**src/rtl/shift_pkg.sv**
```systemverilog
// rtl/shift_pkg.sv - shared mode encoding and constants for the shift unit
//
// Purpose : operation-select encoding used by the top and both shift stages.
// Contents: shift_mode_t (SH_SLL, SH_SRL, SH_SRA, SH_ROTR), FINE_BITS.
package shift_pkg;

    typedef enum logic [1:0] {
        SH_SLL  = 2'b00,
        SH_SRL  = 2'b01,
        SH_SRA  = 2'b10,
        SH_ROTR = 2'b11
    } shift_mode_t;

    // Low shift-amount bits resolved by the second (fine) stage.
    localparam int FINE_BITS = 2;

endpackage

```
**src/rtl/shift_stage.sv**
```systemverilog
// rtl/shift_stage.sv - combinational shifter used by each pipeline stage
//
// Purpose : shifts an operand by an amount according to the mode.
// Ports   : i_operand [WIDTH-1:0] operand
//           i_amount  [SHW-1:0]   shift amount, unsigned
//           i_mode    shift_mode_t operation select
//           o_result  [WIDTH-1:0] shifted result
// Macro   : SHIFT_UNIT_ROTATE_EN enables ROTR; otherwise mode 11 passes through.
module shift_stage
    import shift_pkg::*;
#(
    parameter int WIDTH = 32,
    parameter int SHW   = $clog2(WIDTH)
) (
    input  logic [WIDTH-1:0] i_operand,
    input  logic [SHW-1:0]   i_amount,
    input  shift_mode_t      i_mode,
    output logic [WIDTH-1:0] o_result
);

`ifdef SHIFT_UNIT_ROTATE_EN
    // Left-shift distance for the wrapped part; an amount of zero gives WIDTH,
    // which shifts everything out and leaves the operand unchanged.
    logic [SHW:0] w_lshamt;
    assign w_lshamt = (SHW + 1)'(WIDTH) - {1'b0, i_amount};
`endif

    always_comb begin
        o_result = i_operand;
        case (i_mode)
            SH_SLL:  o_result = i_operand << i_amount;
            SH_SRL:  o_result = i_operand >> i_amount;
            SH_SRA:  o_result = $unsigned($signed(i_operand) >>> i_amount);
`ifdef SHIFT_UNIT_ROTATE_EN
            SH_ROTR: o_result = (i_operand >> i_amount) | (i_operand << w_lshamt);
`endif
            default: o_result = i_operand;
        endcase
    end

endmodule

```
**src/rtl/shift_unit.sv**
```systemverilog
// rtl/shift_unit.sv - two-stage pipelined barrel shifter with valid/ready handshake
//
// Purpose : stage 1 applies the coarse shift (amount bits [SHW-1:2]), stage 2
//           the fine shift (bits [1:0]) and flags an all-zero result.
// Ports   : Clk, Rst (async, active-high)
//           in_valid/in_ready, in_data [WIDTH-1:0], in_shamt [SHW-1:0],
//           in_mode [1:0] (00 SLL, 01 SRL, 10 SRA, 11 ROTR)
//           out_valid/out_ready, out_data [WIDTH-1:0], out_zero
// Macro   : SHIFT_UNIT_ROTATE_EN enables ROTR; otherwise mode 11 passes through.
module shift_unit
    import shift_pkg::*;
#(
    parameter int WIDTH = 32,
    localparam int SHW  = $clog2(WIDTH)
) (
    input  logic             Clk,
    input  logic             Rst,
    input  logic             in_valid,
    output logic             in_ready,
    input  logic [WIDTH-1:0] in_data,
    input  logic [SHW-1:0]   in_shamt,
    input  logic [1:0]       in_mode,
    output logic             out_valid,
    input  logic             out_ready,
    output logic [WIDTH-1:0] out_data,
    output logic             out_zero
);

    logic                 r_s1_valid;
    logic [WIDTH-1:0]     r_s1_data;
    logic [FINE_BITS-1:0] r_s1_fine;
    shift_mode_t          r_s1_mode;

    logic                 r_s2_valid;
    logic [WIDTH-1:0]     r_s2_data;
    logic                 r_s2_zero;

    logic                 w_s1_adv;
    logic                 w_s2_adv;
    logic [SHW-1:0]       w_coarse_amt;
    logic [SHW-1:0]       w_fine_amt;
    logic [WIDTH-1:0]     w_coarse_res;
    logic [WIDTH-1:0]     w_fine_res;

    // Handshake depends only on registered state and out_ready, never on in_valid.
    assign w_s2_adv = !r_s2_valid || out_ready;
    assign w_s1_adv = w_s2_adv || !r_s1_valid;
    assign in_ready = !r_s1_valid || w_s1_adv;

    assign w_coarse_amt = {in_shamt[SHW-1:FINE_BITS], {FINE_BITS{1'b0}}};
    assign w_fine_amt   = {{(SHW-FINE_BITS){1'b0}}, r_s1_fine};

    // Splitting the shift composes correctly in every mode: SRA keeps the sign
    // bit in the MSB after the coarse step, and rotations add modulo WIDTH.
    shift_stage #(.WIDTH(WIDTH), .SHW(SHW)) u_coarse (
        .i_operand (in_data),
        .i_amount  (w_coarse_amt),
        .i_mode    (shift_mode_t'(in_mode)),
        .o_result  (w_coarse_res)
    );

    shift_stage #(.WIDTH(WIDTH), .SHW(SHW)) u_fine (
        .i_operand (r_s1_data),
        .i_amount  (w_fine_amt),
        .i_mode    (r_s1_mode),
        .o_result  (w_fine_res)
    );

    always_ff @(posedge Clk or posedge Rst) begin
        if (Rst) begin
            r_s1_valid <= 1'b0;
            r_s1_data  <= '0;
            r_s1_fine  <= '0;
            r_s1_mode  <= SH_SLL;
        end else if (w_s1_adv) begin
            r_s1_valid <= in_valid;
            if (in_valid) begin
                r_s1_data <= w_coarse_res;
                r_s1_fine <= in_shamt[FINE_BITS-1:0];
                r_s1_mode <= shift_mode_t'(in_mode);
            end
        end
    end

    always_ff @(posedge Clk or posedge Rst) begin
        if (Rst) begin
            r_s2_valid <= 1'b0;
            r_s2_data  <= '0;
            r_s2_zero  <= 1'b1;
        end else if (w_s2_adv) begin
            r_s2_valid <= r_s1_valid;
            if (r_s1_valid) begin
                r_s2_data <= w_fine_res;
                r_s2_zero <= ~|w_fine_res;
            end
        end
    end

    assign out_valid = r_s2_valid;
    assign out_data  = r_s2_data;
    assign out_zero  = r_s2_zero;

endmodule

```
**config.mk**
```make
export PLATFORM = sky130hd
export DESIGN_NAME = shift_unit
export DESIGN_NICKNAME = d
export VERILOG_FILES = /design/src/rtl/shift_pkg.sv /design/src/rtl/shift_stage.sv /design/src/rtl/shift_unit.sv
export SDC_FILE = /design/constraint.sdc
export NUM_CORES = 1
export LEC_CHECK = 0
export ABC_AREA = 1
export CAP_MARGIN = 0
export CORE_MARGIN = 2
export CORE_UTILIZATION = 45
export DETAILED_ROUTE_END_ITERATION = 12
export HOLD_SLACK_MARGIN = 0.15
export PLACE_DENSITY = 0.67
export SYNTH_ARGS = -nofsm -noshare
export SYNTH_HDL_FRONTEND = slang
export SYNTH_SLANG_ARGS = --single-unit
```
**constraint.sdc**
```tcl
create_clock -name Clk -period 3.05 [get_ports Clk]
set_clock_uncertainty 0.15 [all_clocks]
set_input_delay 0.4575 -clock Clk [delete_from_list [all_inputs] [get_ports Clk]]
set_output_delay 0.4575 -clock Clk [all_outputs]
set_load 0.01 [all_outputs]
```
======== Word level (Yosys, flattened, before mapping) ========
Index checks and enable logic that the tools add are counted.
cells by class
  equality and inequality tests ........... 4
  shift operators ......................... 6
  multiplexer cells ....................... 2
  reduce and logical (&&, ||, !) cells .... 11
operator list
  kind                                           count
  one-hot mux 32 bit (3 select lines)            2
  OR reduction 32 bit                            1
  left shift 32 x 2 -> 32 bit                    1
  left shift 32 x 5 -> 32 bit                    1
  >> shifter 32 x 2 -> 32 bit                    1
  >> shifter 32 x 5 -> 32 bit                    1
  >>> shifter 32 x 2 -> 32 bit                   1
  >>> shifter 32 x 5 -> 32 bit                   1
  == test 2 x 1 -> 1 bit, second input constant  2
  == test 2 bit, second input constant           2
  zero test 2 bit                                2
  AND reduction 2 bit                            2
  zero test 1 bit                                3
  logical OR 1 bit                               3
storage, ports and cells
  flip-flop bits (word level) ............. 71
  input port bits ......................... 43
  output and inout port bits .............. 35
  logic and storage cells ................. 30

======== Logic depth before layout (Yosys ltp) ========
  depth after elaboration ................. 4
  gate-level depth with buffers ........... 15
  mapped depth without buffers ............ 14

======== Hierarchy ========
A second synthesis with hierarchy kept.
second synthesis, totals
  cell total of the unflattened synthesis .. 2030
  area, all modules ....................... 10667.7 um^2
modules (own cells, without submodules)
  module       instances  cells an instance  area an instance (um^2)  seq. area each (um^2)
  shift_stage  2          850                3890.0                   0.0
  shift_unit   1          330                2887.8                   1778.0

======== Worst setup path before layout ========
No wires, ideal clock.
  path type ............................... input-to-reg
  from .................................... input port in_shamt[3]
  to ...................................... register r_s1_data[5]
  setup time .............................. 0.127 ns
  arrival time ............................ 1.539 ns
  data required time ...................... 2.773 ns
  slack ................................... 1.234 ns
  stages on the path ...................... 9
  path buffers ............................ 3
  cells stage by stage .................... buf_2 -> inv_2 -> clkbuf_1 -> buf_2 -> nand3_1 -> nand3_1 -> nand3_1 -> o211ai_1 -> a21oi_1
between the ends
  word-level cells in the longest chain between the ends .. 2
  elaborated cells between the ends (all ways) .. 4
RTL lines
  what                                                  RTL line           text
  from (decl)                                           shift_unit.sv:21   input logic [SHW-1:0] in_shamt,
  >>> shifter 32 x 5 -> 32 bit (tied with other cells)  shift_stage.sv:33  SH_SRA: o_result = $unsigned($signed(i_operand) >>> i_amount);
  one-hot mux 32 bit (3 select lines) *                 shift_stage.sv:30  case (i_mode)
  to (signal assigned)                                  shift_unit.sv:78   r_s1_data <= w_coarse_res;
  to (decl)                                             shift_unit.sv:30   logic [WIDTH-1:0] r_s1_data;
Every way passes the cells marked *; elsewhere a longest branch is shown, timed or not.
A chain may end at the register's enable or synchronous reset.

======== Final worst setup path ========
  from .................................... input port in_mode[0]
  to ...................................... register r_s1_data[29]
between the ends
  word-level cells in the longest chain between the ends .. 2
  elaborated cells between the ends (all ways) .. 4
RTL lines
  what                                   RTL line           text
  from (decl)                            shift_unit.sv:22   input logic [1:0] in_mode,
  == test 2 bit (tied with other cells)  shift_stage.sv:30
  one-hot mux 32 bit (3 select lines) *  shift_stage.sv:30
Marked as above.

==> flow_metrics.env <==
export IMPL_status="completed"
export IMPL_postCtsResizedCells=0
export IMPL_hold_buffers=0
export IMPL_clockBufferDepth=2
export IMPL_ys_types=35
export IMPL_drt_drc_violations_left=0
export IMPL_syn_to_final_growth_pct=19.81
export IMPL_wl_per_cell_um=17.59
export IMPL_synth_main_ff_cell="dfrtp_1"
export IMPL_wirelength_um=24260
export IMPL_grt_pass1_vias=7048
export IMPL_die_h_um=124.2
export IMPL_design_area_um2=7787
export IMPL_crit_path_end_kind="register"
export IMPL_yosys_area_top_type="nand2_1"
export IMPL_critPathLaunchType="primary input"
export IMPL_synthArstFlopShare=1.000
export IMPL_die_w_um=124.2
export IMPL_worst_ep_required_time_ns=3.16
export IMPL_period_share=0.8512
export IMPL_finalNetCount=1237
export IMPL_cts_setup_buffers=0
export IMPL_antenna_found_initial=0
export IMPL_drt_iter0_drc=998
export IMPL_setup_tns_ns=0
export IMPL_synth_seq_cells=71
export IMPL_max_cap_violations=0
export IMPL_synth_area_um2=6500
export IMPL_hp_start="out_zero$_DFFE_PP1P_"
export IMPL_grt_usage=0.3302
export IMPL_critical_path_class="primary input to register"
export IMPL_clk_latency_ns=0.34
export IMPL_fp_row_count=43
export IMPL_synth_nets=1188
export IMPL_firstDrtPassIters=7
export IMPL_peakVddDrop_v=0.0003237
export IMPL_synth_cells=1145
export IMPL_maxSlewHeadroom=0.5675
export IMPL_holdPathStages=2
export IMPL_vias=7834
export IMPL_finalSetupViolations=0
export IMPL_dpl_hpwl_um=18550
export IMPL_viasPerCell=5.681
export IMPL_rrSetupSlack_ns=0.57
export IMPL_layout_commonest_cell="nand2_1"
export IMPL_timing_rr_end="out_zero$_DFFE_PP1P_"
export IMPL_initial_core_util=0.4647
export IMPL_coreArea_um2=13990
export IMPL_numCtsBuffers=9
export IMPL_drv_slew=0
export IMPL_whs_endpoint="out_zero$_DFFE_PP1P_"
export IMPL_leakage_nw=3.908
export IMPL_grt_pass1_wl_um=38830
export IMPL_synth_warnings=0
export IMPL_fmax_mhz=385.2
export IMPL_hold_class="register to register"
export IMPL_power_density_nw_per_um2=604.6
export IMPL_mostFrequentLayoutCells="469 x nand2_1, 132 x nand3_1, 107 x o21ai_0"
export IMPL_dieArea_um2=15420
export IMPL_tightest_slew_ns=0.6478
export IMPL_synth_top_cell_area_share=0.2714
export IMPL_ys_top_cells_by_area="nand2_1 27%, dfrtp_1 27%, nand3_1 10%"
export IMPL_r2r_cells=12
export IMPL_portBuffers=77
export IMPL_clockRootBuffer="clkbuf_16"
export IMPL_ant_nets=0
export IMPL_grt_max_degree=63
export IMPL_rsz0062_at_grt="no"
export IMPL_htree_levels=3
export IMPL_clk_pin_slew_ns=0.06
export IMPL_r2r_start="r_s1_fine[1]$_DFFE_PP0P_"
export IMPL_cts_tree="built"
export IMPL_hold_violations=0
export IMPL_seq_area_frac_synth=0.2735
export IMPL_min_period_ns=2.596
export IMPL_diodes=0
export IMPL_avgSynthCellArea_um2=5.677
export IMPL_drive_above_1_share=0.05254
export IMPL_clkSinkCount=71
export IMPL_grt_overflow=0
export IMPL_worstPathMaxFanout=9
export IMPL_synth_edf_count=0
export IMPL_finalWeightedCongestion=1.070
export IMPL_ioPinCount=78
export IMPL_arrival_ns=2.71
export IMPL_dpl_cell_area_um2=7487
-- state kept, by name, indices dropped and copies added (netlist names) --
register    cells
r_s1_valid      1
r_s1_data      32
out_valid       1
out_zero        1
r_s1_fine       2
out_data       32
r_s1_mode       2
-- power by group --
group          total [mW]  leakage [nW]  internal (mW)  switching (mW)
Sequential           1.44         0.875           1.22           0.228
Clock                1.07         0.149          0.655           0.415
Combinational        2.20          2.88          0.889            1.31
-- cells in the mapped netlist (8+ instances only) --
cell and count:
a21oi_1 54, a22oi_1 8, buf_2 25, clkbuf_1 37
dfrtp_1 70, inv_1 57, nand2_1 470, nand3_1 132
nor2_1 100, o211ai_1 13, o21a_1 8, o21ai_0 107
o22ai_1 11
-- how the worst max path moves through the flow --
stage                     depth (start not counted)                         to  slack (ns)  startpoint
final                                            10  r_s1_data[29]$_DFFE_PP0P_        0.45  in_mode[0]
after global routing                             10  r_s1_data[29]$_DFFE_PP0P_        0.35  in_mode[0]
after CTS                                        10  r_s1_data[29]$_DFFE_PP0P_        0.54  in_mode[0]
after detailed placement                         10  r_s1_data[29]$_DFFE_PP0P_        0.19  in_mode[0]
after global placement                           10  r_s1_data[29]$_DFFE_PP0P_        0.21  in_mode[0]
after floorplan                                   1    out_data[0]$_DFFE_PP0P_        0.65         Rst
-- cells by family (layout without fill, tap and decap cells) --
family / after synthesis / count (layout) / share of synthesized area
DFF: 71 / 71 / 0.2735
buffers and inverters: 135 / 189 / 0.08701
AOI/OAI and AO/OA: 228 / 228 / 0.1985
and+or+nand+nor: 711 / 711 / 0.4410
-- layout make-up --
cell class,count,area [um2]
clock buffers,11,242.7
multi-input cells,939,4159
well taps,180,225.2
fillers,1493,6201
flip-flops and latches,71,1778
inverters,68,256.5
repair buffers,105,1069
clock inverters,5,57.56
-- per-layer routing --
layer,part of all wire,GRT usage
met5,0,0
met4,0.037,0.1208
met3,0.076,0.05769
met2,0.45,0.5215
met1,0.43,0.4515
-- worst max-delay path, cell delays in order --
cell and delay (ns):
clkdlybuf4s50_1 0.47, inv_1 0.16, nand2_1 0.21, nor2_2 0.41
inv_1 0.31, a31oi_1 0.26, o21ai_0 0.14, nand3_1 0.10
a21oi_1 0.05, o21ai_1 0.13
-- per-stage QoR --
step / hold WS, ns / setup slack (ns) / total power [mW] / utilization / cells
after global placement: 0.3106 / 0.2122 / 3.626 / 0.5352 / 1363
after global routing: 0.3501 / 0.3469 / 5.081 / 0.5567 / 1379
after floorplan: 0.3236 / 0.6476 / 2.708 / - / 1145
final: 0.3211 / 0.4538 / 4.709 / 0.5567 / 1379
after CTS: 0.3217 / 0.5444 / 4.715 / 0.5567 / 1379
after detailed placement: 0.3115 / 0.1898 / 3.634 / 0.5352 / 1363
Note: power is estimated with default switching activity, not from simulation.
